<file path="src/rtl/blaster_pkg.sv">
// Shared blaster definitions: ADC sequencer state/channel enums and default converter timing.
package blaster_pkg;

    typedef enum logic [1:0] {
        IDLE,
        CONV,
        QUIET
    } adc_seq_state_t;

    // Channel order doubles as the lane index {LV, LI, CV, CI} used by adc_seq.
    typedef enum logic [1:0] {
        CH_CI,
        CH_CV,
        CH_LI,
        CH_LV
    } adc_chan_t;

    localparam int ADC_SAMPLE_BITS  = 12;
    localparam int ADC_LEAD_BITS    = 2;
    localparam int ADC_FRAME_CYCLES = 16;
    localparam int ADC_QUIET_CYCLES = 2;

endpackage

</file>
<file path="src/rtl/adc_lane_shift.sv">
// One converter lane: MSB-first shift register, sample latch and optional peak hold.
// Peak hold is built only when ADC_SEQ_PEAK_EN is defined; otherwise pk reads 0.
module adc_lane_shift
    import blaster_pkg::*;
#(
    parameter int SAMPLE_BITS = ADC_SAMPLE_BITS
) (
    input  logic                   clk,
    input  logic                   reset_n,
    input  logic                   shift_en,
    input  logic                   load,
    input  logic                   lane,
    input  logic                   pk_clr,
    output logic [SAMPLE_BITS-1:0] smp,
    output logic [SAMPLE_BITS-1:0] pk
);

    logic [SAMPLE_BITS-1:0] shreg;

    // The shift register is deliberately not cleared between frames.
    always_ff @(posedge clk) begin
        if (!reset_n) begin
            shreg <= '0;
            smp   <= '0;
        end else begin
            if (shift_en) begin
                shreg <= {shreg[SAMPLE_BITS-2:0], lane};
            end
            if (load) begin
                smp <= shreg;
            end
        end
    end

`ifdef ADC_SEQ_PEAK_EN
    // A clear coinciding with a new sample restarts the peak from that sample.
    always_ff @(posedge clk) begin
        if (!reset_n) begin
            pk <= '0;
        end else if (pk_clr && load) begin
            pk <= shreg;
        end else if (pk_clr) begin
            pk <= '0;
        end else if (load && (shreg > pk)) begin
            pk <= shreg;
        end
    end
`else
    logic unused_pk_clr;
    assign unused_pk_clr = pk_clr;
    assign pk = '0;
`endif

endmodule

</file>
<file path="src/rtl/adc_seq.sv">
// Dual-converter ADC sequencer: frames ad_cs, deserialises CI/CV/LI/LV, strobes sample sets.
// Optional peak hold per channel is enabled with ADC_SEQ_PEAK_EN.
module adc_seq
    import blaster_pkg::*;
#(
    parameter int SAMPLE_BITS  = ADC_SAMPLE_BITS,
    parameter int LEAD_BITS    = ADC_LEAD_BITS,
    parameter int FRAME_CYCLES = ADC_FRAME_CYCLES,
    parameter int QUIET_CYCLES = ADC_QUIET_CYCLES
) (
    input  logic                   clk,
    input  logic                   reset_n,
    input  logic                   enable,
    input  logic                   trig,
    input  logic                   clr_miss,
    output logic                   ad_cs,
    input  logic [1:0]             ad_sdata_a,
    input  logic [1:0]             ad_sdata_b,
    output logic                   busy,
    output logic                   smp_valid,
    output logic [SAMPLE_BITS-1:0] smp_ci,
    output logic [SAMPLE_BITS-1:0] smp_cv,
    output logic [SAMPLE_BITS-1:0] smp_li,
    output logic [SAMPLE_BITS-1:0] smp_lv,
    output logic [15:0]            frame_cnt,
    output logic                   trig_miss,
    output logic [SAMPLE_BITS-1:0] pk_ci,
    output logic [SAMPLE_BITS-1:0] pk_cv,
    output logic [SAMPLE_BITS-1:0] pk_li,
    output logic [SAMPLE_BITS-1:0] pk_lv,
    input  logic                   pk_clr
);

    localparam int CW = $clog2(FRAME_CYCLES + 1);
    localparam int QW = (QUIET_CYCLES > 1) ? $clog2(QUIET_CYCLES + 1) : 1;
    localparam logic [CW-1:0] LEAD_LO  = CW'(LEAD_BITS);
    localparam logic [CW-1:0] LEAD_HI  = CW'(LEAD_BITS + SAMPLE_BITS);
    localparam logic [CW-1:0] LAST_BIT = CW'(FRAME_CYCLES - 1);
    localparam logic [QW-1:0] Q_LAST   = QW'(QUIET_CYCLES - 1);

    adc_seq_state_t state;
    logic [CW-1:0]  bit_cnt;
    logic [QW-1:0]  q_cnt;
    logic           shift_en;
    logic           load;
    logic [3:0]     lane_bits;
    logic [SAMPLE_BITS-1:0] smp [4];
    logic [SAMPLE_BITS-1:0] pk  [4];

    // Sequencer: busy mirrors "not IDLE" so a trig can be judged missed without decoding state.
    always_ff @(posedge clk) begin
        if (!reset_n) begin
            state     <= IDLE;
            ad_cs     <= 1'b1;
            busy      <= 1'b0;
            smp_valid <= 1'b0;
            bit_cnt   <= '0;
            q_cnt     <= '0;
            frame_cnt <= '0;
            trig_miss <= 1'b0;
        end else begin
            smp_valid <= 1'b0;
            if (trig && busy) begin
                trig_miss <= 1'b1;
            end else if (clr_miss) begin
                trig_miss <= 1'b0;
            end
            case (state)
                IDLE: begin
                    if (enable || trig) begin
                        state   <= CONV;
                        ad_cs   <= 1'b0;
                        busy    <= 1'b1;
                        bit_cnt <= '0;
                    end
                end
                CONV: begin
                    bit_cnt <= bit_cnt + 1'b1;
                    if (bit_cnt == LAST_BIT) begin
                        state     <= QUIET;
                        ad_cs     <= 1'b1;
                        smp_valid <= 1'b1;
                        frame_cnt <= frame_cnt + 16'd1;
                        q_cnt     <= '0;
                    end
                end
                QUIET: begin
                    q_cnt <= q_cnt + 1'b1;
                    if (q_cnt == Q_LAST) begin
                        if (enable) begin
                            state   <= CONV;
                            ad_cs   <= 1'b0;
                            bit_cnt <= '0;
                        end else begin
                            state <= IDLE;
                            busy  <= 1'b0;
                        end
                    end
                end
                default: begin
                    state <= IDLE;
                    ad_cs <= 1'b1;
                    busy  <= 1'b0;
                end
            endcase
        end
    end

    assign shift_en  = (state == CONV) && (bit_cnt >= LEAD_LO) && (bit_cnt < LEAD_HI);
    assign load      = (state == CONV) && (bit_cnt == LAST_BIT);
    assign lane_bits = {ad_sdata_b, ad_sdata_a};

    for (genvar ch = 0; ch < 4; ch++) begin : g_lane
        adc_lane_shift #(
            .SAMPLE_BITS(SAMPLE_BITS)
        ) u_lane (
            .clk     (clk),
            .reset_n (reset_n),
            .shift_en(shift_en),
            .load    (load),
            .lane    (lane_bits[ch]),
            .pk_clr  (pk_clr),
            .smp     (smp[ch]),
            .pk      (pk[ch])
        );
    end

    assign smp_ci = smp[CH_CI];
    assign smp_cv = smp[CH_CV];
    assign smp_li = smp[CH_LI];
    assign smp_lv = smp[CH_LV];
    assign pk_ci  = pk[CH_CI];
    assign pk_cv  = pk[CH_CV];
    assign pk_li  = pk[CH_LI];
    assign pk_lv  = pk[CH_LV];

endmodule
</file>
<file path="config.mk">
export PLATFORM = sky130hd
export DESIGN_NAME = adc_seq
export DESIGN_NICKNAME = d
export VERILOG_FILES = /design/src/rtl/blaster_pkg.sv /design/src/rtl/adc_lane_shift.sv /design/src/rtl/adc_seq.sv
export SDC_FILE = /design/constraint.sdc
export NUM_CORES = 1
export LEC_CHECK = 0
export BUFFER_PORTS_ARGS = -buffer_cell sky130_fd_sc_hd__buf_4
export CAP_MARGIN = 5
export CORE_MARGIN = 3
export CORE_UTILIZATION = 50
export CTS_BUF_LIST = sky130_fd_sc_hd__clkbuf_8
export DETAILED_ROUTE_END_ITERATION = 6
export PLACE_DENSITY = 0.85
export SETUP_SLACK_MARGIN = 0.05
export SYNTH_ARGS = -nofsm -noshare
export SYNTH_HDL_FRONTEND = slang
export SYNTH_SLANG_ARGS = --single-unit
</file>
<file path="constraint.sdc">
create_clock -name clk -period 2.2 [get_ports clk]
set_clock_uncertainty 0.2 [all_clocks]
set_input_delay 0.11 -clock clk [delete_from_list [all_inputs] [get_ports clk]]
set_output_delay 0.11 -clock clk [all_outputs]
set_load 0.02 [all_outputs]
</file>
# Word level (Yosys, flattened, before mapping)
# Cells that the tools add are included.
# word_totals
wordCells	70
register_bits	125
out_inout_bits	116
input_bits	10
# op_classes
n_reduce_logical	16
n_bitwise	1
order_cmp	2
eq_ne	9
addsub	3
mux	23
# op_table
operator	count
16-bit by 1-bit adder with 16-bit output, second input constant	1
5-bit two-way mux	3
5-bit one-hot mux with 3 select lines	1
4-bit AND reduction	3
1-bit two-way mux	11
2-bit != test, second input constant	5
2-bit two-way mux	4
1-bit one-hot mux with 3 select lines	2
2-bit one-hot mux with 3 select lines	1
2-bit AND reduction	3
5-bit by 1-bit adder with 5-bit output, second input constant	1
5-bit by 4-bit == test with 1-bit output, second input constant	1
5-bit by 2-bit >= comparator with 1-bit output, second input constant	1
5-bit by 4-bit less-than comparator with 1-bit output, second input constant	1
2-bit by 1-bit == test with 1-bit output, second input constant	2
1-bit logical AND	4
2-bit one-hot mux with 2 select lines	1
2-bit nonzero test	2
3-bit AND reduction	1
3-bit nonzero test	1
2-bit by 1-bit adder with 2-bit output, second input constant	1
2-bit == test, second input constant	1
2-bit zero test	1
1-bit logical OR	1
1-bit inverter	1

# Longest topological paths before layout
# Gate-level depths: netlist of the first run.
# depth
word_depth	3
ltp_mapped	8
mapped_depth_nobuf	7

# Modules after synthesis
# Synthesis of the first run repeated with hierarchy kept, for this count alone.
# unflattened
cells_unflattened	514
hier_area_um2	5395.2
# modules_own_cells
module	area_each_um2	seq_area_each_um2	n_inst	cells_each
adc_lane_shift	994.7	480.5	4	89
adc_seq	1416.4	580.6	1	158

# Worst setup path before layout of the first run
# Ideal clock, no wire load.
# synth_path
kind	flip-flop to flip-flop
from	reg bit_cnt[1]
to	reg frame_cnt[12]
setup_time_ps	70
path_buffers	0
required_time_ps	1930
path_stages_with_launch	8
period_less_slack_ps	2319
arrival_ps	2049
path_slack_ps	-119
path_cell_list	dfxtp_1 -> ha_1 -> and3_1 -> ha_1 -> nand3b_4 -> or4_4 -> or3_1 -> a21boi_1
# synth_between
elab_chain_len	2
# synth_rtl
element	line	text
from (decl)	adc_seq.sv:42	logic [CW-1:0] bit_cnt;
from (signal assigned)	adc_seq.sv:78	bit_cnt <= bit_cnt + 1'b1;
5-bit by 4-bit == test with 1-bit output	adc_seq.sv:79	if (bit_cnt == LAST_BIT) begin
2-bit AND reduction (no source line)	-	
to (signal assigned)	adc_seq.sv:83	frame_cnt <= frame_cnt + 16'd1;
to (decl)	adc_seq.sv:25	output logic [15:0] frame_cnt,
# Every way passes these cells.
# A chain may end at the register's enable or synchronous reset.

# Worst setup path in the final report of the first run
# layout_path
from	reg bit_cnt[0]
to	reg frame_cnt[12]
# Same word-level chain as after synthesis.

==> metrics.cfg, run 1 <==
[status]
result_of_the_run = finished clean

[yosys]
yosys.area_share.simple_pct = 21.6
post_synth_fa_ha_maj_area_fraction_pct = 1.19
post_synthesis_sequential_area_ratio_pct = 47.5
post_synth_instance_area_um2 = 5270
synthArstFlopShare_pct = 0
yosysTopAreaCell = dfxtp_1
netlist_top_cells_area = dfxtp_1 47%, nand2_1 15%, a21boi_0 13%
postSynthCellCount = 627
synth_top_family_by_area = simple AND/OR/NAND/NOR gates
yosysTopAreaCellShare_pct = 47.5
post_synth_most_frequent_cells = 205 x nand2_1, 125 x dfxtp_1, 91 x a21boi_0, 49 x buf_4, 28 x clkbuf_1
yosys.area_share.xor_xnor_pct = 1.83
yosys_warnings = 0
number_of_distinct_library_cell_variants_in_the_gate_level_netlist_after_synthesis = 38
synth-seq-cells = 125
synth.avg_cell_area_um2 = 8.41
compound_gate_fraction_of_synth_area_pct = 17.0
count_of_flip_flops_with_a_built_in_enable_after_synthesis = 0
post-synth-top-count-cell = nand2_1
synthMuxAreaShare_pct = 0.570
dominantRegCellSynth = dfxtp_1

[global_routing]
grt_remaining_overflow = 0
grt_first_pass_wirelength_um = 18700
grt_usage_pct = 20.0
grt_start_max_net_pins = 49
number_of_antenna_violations_at_the_first_check_in_global_routing = 0
first_global_vias = 3981

[cts]
tritoncts_clock_tree = built
clock_tree.htree_level_count = 4
ctsLongestPathBuffers = 2
cts_made_buffers = 17
clock_latency_ns = 0.42
clkSinkCount = 125
clk_root_buffer_cell = clkbuf_8
path_clk_slew_ns = 0.07

[worst_setup_path]
timing.critical_path.mode_cell = ha_4
crit_buf_inv = 0
ff_to_ff_start = bit_cnt[0]
worst_reg2reg_path_endpoint = frame_cnt[12]
r2r.worst_path.cells = 7
crit_path_max_incr_delay_ns = 0.45
required_ns = 2.35
end_kind = flop
path_delay_family = simple AND/OR/NAND/NOR gates
critPathKind = flop to flop
reg2reg_setup_slack_ns = 0.07
critical_path_peak_fanout = 5
critical_path_s_slowest_cell = or4_4
cp_num_cells = 7
crit_path_cell_trace = ha_4 > and3_4 > ha_4 > nand3b_4 > or4_4 > or3_4 > a21boi_1
setup_crit_start_kind = flop
data_arrival_critical_path_ns = 2.28

[placement]
detailedPlacementHpwl_um = 7230
finalWeightedCongestion = 0.819
port-buffer-count = 76
worst_setup_timing_slack_at_the_placement_stage_ns = 0.0258

[timing]
timing.setup.tns_ns = 0
shortest_period_the_worst_path_allows_ns = 2.13
layout_setup_ws_ns = 0.0685
timing_worst_slew_pin_value_ns = 0.524
post-route-period-util_pct = 96.9
achievable_clock_frequency_mhz = 469
report.final.hold_viol_count = 0
final_max_slew_viol_count = 0
grt_setup_unrepaired = true
setup_violations = 0
headroom_to_the_max_slew_limit_pct = 65.0

[power_and_ir_drop]
power.ir.vdd_worst_uv = 568
power.density_cell_area_nw_per_um2 = 729
internal-power_mw = 3.62
seq_power_share_pct = 48.6
p_clk_share_pct = 45.6
p_sw_share_pct = 23.2
p_switching_mw = 1.09
p_leak_nw = 2.50
share_comb_of_total_power_pct = 5.8

[detailed_routing]
first_iter_violations = 202
detail_route.vias_per_cell = 4.96
detail_route.wl_per_cell_um = 13.2
drt_first_pass_iters = 4
drtAntennaViolNets = 0
route.detailed.drc = 0
via_count = 4253
finalWirelength_um = 11300

[worst_hold_path]
worst_hold_startpoint = g_lane[1].u_lane.shreg[11]
hold_path_class = flop to flop
holdPathStages = 2
hold_path_end = g_lane[1].u_lane.shreg[11]

[floorplan]
fp.dieW_um = 109
fp.dieArea_um2 = 11800
start_util_pct = 52.7
floorplan.io_pins = 126
rows = 36
core-area_um2 = 10000
die_height_um = 109

[finish]
finalCoreUtilization_pct = 64.6
nets = 728
antenna_cells = 0
n_fill_cell = 812
area_delta_synth_final_pct = 22.5
post_route_cells_drive_above_1_share_pct = 18.8

[run]
timing.max_cap.violations = 0

## layout make-up
cell class | count | area (um^2) | area share, %
Sequential cell | 125 | 2510 | 38.9
Multi-Input combinational cell | 456 | 2460 | 38.2
Timing Repair Buffer | 104 | 861 | 13.3
Clock buffer | 18 | 248 | 3.84
Clock inverter | 13 | 174 | 2.69
Tap cell | 133 | 166 | 2.58
Inverter | 9 | 33.8 | 0.523
## kinds of logic (layout without fill, tap and decap cells)
kind of cell	count (synthesis)	in the layout
fa+ha+maj	5	5
other cells	1	48
compound gates	122	122
flops	125	125
xor+xnor	11	11
mux	3	3
simple gates	267	267
buf+inv	93	144
## placed cells by master (no fill, tap or decap), types with 4 or more instances in the layout
| cell type | netlist | routed |
|---|---|---|
| nand2_1 | 205 | 205 |
| dfxtp_1 | 125 | 122 |
| a21boi_0 | 91 | 91 |
| buf_4 | 49 | 88 |
| conb_1 | 1 | 48 |
| clkbuf_8 | 0 | 18 |
| inv_1 | 9 | 12 |
| dlygate4sd3_1 | 0 | 12 |
| and2_1 | 11 | 11 |
| nor2_1 | 10 | 10 |
| a21boi_1 | 8 | 8 |
| nand3_1 | 7 | 7 |
| nor3_1 | 7 | 7 |
| xnor2_1 | 7 | 7 |
| nand2b_1 | 6 | 6 |
| a21oi_1 | 6 | 5 |
| o21ai_0 | 5 | 5 |
| xor2_1 | 4 | 4 |
| bufinv_16 | 0 | 4 |
| buf_12 | 0 | 4 |
## per-stage QoR
step	cell area (um^2)	power, mW	hold WS (ns)	cells
after CTS	6460	4.74	0.267	860
after floorplan	5490	2.59	0.0549	674
after global routing	6460	4.88	0.294	858
after detailed placement	5850	2.57	0.191	811
final	6460	4.71	0.263	858
after global placement	5850	2.57	0.172	811
## flip-flops by register name, indices dropped and copies added (netlist names)
| signal | cells |
|---|---|
| state | 2 |
| ad_cs | 1 |
| g_lane.u_lane.shreg | 48 |
| frame_cnt | 16 |
| g_lane.u_lane.smp | 48 |
| bit_cnt | 5 |
| smp_valid | 1 |
| q_cnt | 2 |
| trig_miss | 1 |
| busy | 1 |
## what timing repair did
item                                    in CTS  in global routing
endpoints found under the setup margin       1                 43
pin swaps                                    2                  0
setup buffers                                3                  0
resized for setup                            0                  5
hold endpoints to repair                    22                  0
hold buffers                                15                  0
## tightest hold or removal path: cells and delay by family (launching register included)
kind            cells  cell delay [ns]
flops               1             0.31
compound gates      1             0.06
simple gates        1             0.05
## power groups by stage
stage,clock network [mW],registers (mW),logic (mW)
floorplan,0,2.34,0.245
global placement,0,2.34,0.229
detailed placement,0,2.34,0.231
CTS,2.18,2.29,0.270
global route,2.29,2.29,0.297
finish,2.15,2.29,0.272
## worst max path at each step
stage                 start                         to
5_1_grt          bit_cnt[1]  g_lane[3].u_lane.shreg[6]
4_1_cts          bit_cnt[0]              frame_cnt[12]
2_1_floorplan  frame_cnt[0]              frame_cnt[12]
3_5_place_dp     bit_cnt[0]              frame_cnt[12]
3_3_place_gp     bit_cnt[0]              frame_cnt[12]
6_report         bit_cnt[0]              frame_cnt[12]
## per-layer routing
layer  global-route usage, %  wire [um]
met2                    34.7       5690
met3                    5.92        702
met5                       0          0
met1                    23.2       4730
met4                    7.48        194
(Power assumes the default switching activity.)
==> inputs of run 2 (changes only) <==
- PLACE_DENSITY: 0.85 -> unset
- PLACE_DENSITY_LB_ADDON: unset -> 0.08
- SYNTH_HIERARCHICAL: unset -> 1
==> metrics.cfg, run 2 <==
[status]
result_of_the_run = finished clean

[yosys]
post_synthesis_sequential_area_ratio_pct = 46.4  ; -1.1 points
post_synth_instance_area_um2 = 5400  ; +2.3%
number_of_distinct_library_cell_variants_in_the_gate_level_netlist_after_synthesis = 41  ; +7.9%
post-synth-top-count-cell = dfxtp_1
postSynthCellCount = 514  ; -18%
synthArstFlopShare_pct = 0  ; unchanged
yosysTopAreaCell = dfxtp_1
yosys_warnings = 6  ; +6
dominantRegCellSynth = dfxtp_1
yosysTopAreaCellShare_pct = 46.4  ; -1.1 points
synth-seq-cells = 125  ; unchanged
post_synth_most_frequent_cells = 125 x dfxtp_1, 100 x mux2i_1, 97 x nor2b_1, 48 x buf_4, 15 x nand2_1
synth.avg_cell_area_um2 = 10.5  ; +25%
netlist_top_cells_area = dfxtp_1 46%, mux2i_1 19%, nor2b_1 11%
count_of_flip_flops_with_a_built_in_enable_after_synthesis = 0  ; unchanged

[power_and_ir_drop]
seq_power_share_pct = 52.6  ; +4.0 points
share_comb_of_total_power_pct = 5.9  ; about the same
p_clk_share_pct = 41.5  ; -4.1 points
p_switching_uw = 995  ; -9.1%
p_leak_nw = 2.44  ; -2.2%
power.ir.vdd_worst_uv = 407  ; -28%
power.density_cell_area_nw_per_um2 = 668  ; -8.4%
internal-power_mw = 3.35  ; -7.2%
power_mw = 4.35  ; -7.7%
p_sw_share_pct = 22.9  ; -0.36 points

[timing]
achievable_clock_frequency_mhz = 474  ; +1.1%
final_max_slew_viol_count = 0  ; unchanged
report.final.hold_viol_count = 0  ; unchanged
grt_setup_unrepaired = true
timing_worst_slew_pin_value_ns = 0.791  ; +0.267 ns
shortest_period_the_worst_path_allows_ns = 2.11  ; -0.0223 ns
worst_hold_slack_ns = 0.273  ; +0.00999 ns
headroom_to_the_max_slew_limit_pct = 46.8  ; -18 points
layout_setup_ws_ns = 0.0908  ; +0.0223 ns
setup_violations = 0  ; unchanged
post-route-period-util_pct = 95.9  ; -1.0 points
timing.setup.tns_ns = 0  ; unchanged

[finish]
multiInputGateArea_um2 = 2590  ; +5.2%
area_delta_synth_final_pct = 20.6
nets = 628  ; -14%
antenna_cells = 0  ; unchanged
post-route-cell-area_um2 = 6510  ; +0.76%
finalCoreUtilization_pct = 62.5  ; -2.1 points
post_layout_nonfiller_instances = 759  ; -12%
n_fill_cell = 901  ; +11%
regs_by_ff_count = g_lane.u_lane/shreg (48), g_lane.u_lane/smp (48), frame_cnt (16)
seq_area_um2 = 2500  ; -0.25%
final_cell_mix = 123 x dfxtp_1, 100 x mux2i_1, 97 x nor2b_1
most_common_cell_after_layout_fill_and_taps_aside = dfxtp_1
post_route_cells_drive_above_1_share_pct = 21.5  ; +2.8 points

[global_routing]
grt_first_pass_wirelength_um = 16000  ; -15%
grt_start_max_net_pins = 43  ; -12%
number_of_antenna_violations_at_the_first_check_in_global_routing = 0  ; unchanged
first_global_vias = 3415  ; -14%
grt_remaining_overflow = 0  ; unchanged
grt_usage_pct = 17.0  ; -3.0 points

[detailed_routing]
drt_first_pass_iters = 4  ; unchanged
via_count = 3573  ; -16%
wirelength_met1_um = 4380  ; -7.4%
route.detailed.drc = 0  ; unchanged
detail_route.wl_per_cell_um = 12.9  ; -2.5%
first_iter_violations = 115  ; -43%
met2_wirelength_um = 4550  ; -20%
finalWirelength_um = 9760  ; -14%
detail_route.vias_per_cell = 4.71  ; -5.0%
drtAntennaViolNets = 0  ; unchanged
dr.max_layer_used = met4
wl_met3_um = 658  ; -6.3%

[worst_hold_path]
holdPathStages = 4  ; +2
hold_path_class = primary input to flop
hold_path_end = g_lane[0].u_lane/shreg[0]
worst_hold_startpoint = ad_sdata_a[0]

[cts]
clock_latency_ns = 0.43  ; about the same
clock_tree.htree_level_count = 4  ; unchanged
cts_made_buffers = 17  ; unchanged
clkSinkCount = 125  ; unchanged
path_clk_slew_ns = 0.07  ; about the same
clk_root_buffer_cell = clkbuf_8
tritoncts_clock_tree = built
ctsLongestPathBuffers = 2  ; unchanged

[worst_setup_path]
setup_crit_start_kind = flop
r2r.worst_path.cells = 7  ; unchanged
worst_reg2reg_path_endpoint = frame_cnt[12]
ff_to_ff_start = bit_cnt[0]
critPathKind = flop to flop
reg2reg_setup_slack_ns = 0.09  ; +0.02 ns
critical_path_peak_fanout = 6  ; +1
required_ns = 2.37  ; +0.02 ns
data_arrival_critical_path_ns = 2.28  ; about the same
end_kind = flop

[placement]
port-buffer-count = 76  ; unchanged
placedInstanceArea_um2 = 5970  ; +2.1%
place_inst = 717  ; -12%
detailedPlacementHpwl_um = 6370  ; -12%
worst_setup_timing_slack_at_the_placement_stage_ns = 0.0242  ; -0.00158 ns
finalWeightedCongestion = 0.778  ; -5.1%

[run]
timing.max_cap.violations = 0  ; unchanged

[floorplan]
rows = 37  ; +2.8%
fp.dieArea_um2 = 12100  ; +2.2%
fp.dieW_um = 110  ; +1.1%
floorplan.io_pins = 126  ; unchanged
die_height_um = 110  ; +1.1%
start_util_pct = 51.8  ; -0.92 points
core-area_um2 = 10400  ; +4.2%

## run 2: cell count changes in the layout (fill, tap and decap cells not counted), moves of 5 or more
cell      before  now
nor3_1         7    1
nor2b_1        3   97
mux2i_1        3  100
a21boi_1       8    1
nand2_1      205   15
inv_1         12    7
a21boi_0      91    5
## run 2: layout make-up
class,instances,area share (%)
Timing Repair Buffer,103,13.1
Clock inverter,8,1.06
Multi-Input combinational cell,359,39.9
Clock buffer,21,4.44
Tap cell,136,2.61
Sequential cell,125,38.5
Inverter,7,0.423
## run 2: how the worst max path moves through the flow
stage / start / end / slack (ns) / cells after the start
after floorplan: state[0] / g_lane[0].u_lane/shreg[10] / -0.05 / 7
after CTS: bit_cnt[0] / frame_cnt[12] / 0.08 / 7
final: bit_cnt[0] / frame_cnt[12] / 0.09 / 7
after detailed placement: bit_cnt[0] / frame_cnt[12] / 0.02 / 7
after global placement: bit_cnt[0] / frame_cnt[12] / 0.04 / 7
after global routing: state[0] / g_lane[2].u_lane/shreg[2] / -0.007 / 7
## run 2: worst max-delay path, stage by stage, from the launching register on
cell	delay (ns)
dfxtp_2	0.36
ha_4	0.14
and3_4	0.19
ha_4	0.15
nand3b_4	0.11
or3_4	0.36
or4_4	0.41
a21boi_1	0.12
## run 2: logic make-up after synthesis
family / after synthesis / synth area share, %
muxes: 100 / 18.6
DFF: 125 / 46.4
and+or+nand+nor: 168 / 18.8
AOI/OAI and AO/OA: 27 / 3.48
xor gates and xnor gates: 11 / 1.79
other: 4 / 0.278
buffers and inverters: 74 / 9.60
adders and majority gates: 5 / 1.16
## run 2: power by group through the flow
stage	combinational [mW]	sequential, mW	clock [mW]
3_3_place_gp	0.225	2.33	0
6_report	0.257	2.29	1.81
2_1_floorplan	0.237	2.34	0
4_1_cts	0.254	2.28	1.87
5_1_grt	0.282	2.29	1.98
3_5_place_dp	0.228	2.34	0
## run 2: per-layer routing
layer,track usage [%],up-vias
li1,-,1820
met1,20.4,1646
met2,27.1,92
met3,6.34,15
met4,7.48,0
met5,0,-
## run 2: timing repair
action / 4_1_cts / 5_1_grt
resized for setup: 3 / 4
pin swaps: 1 / 1
hold endpoints to repair: 50 / 0
hold buffers: 13 / 0
setup buffers: 0 / 0
endpoints found under the setup margin: 1 / 7
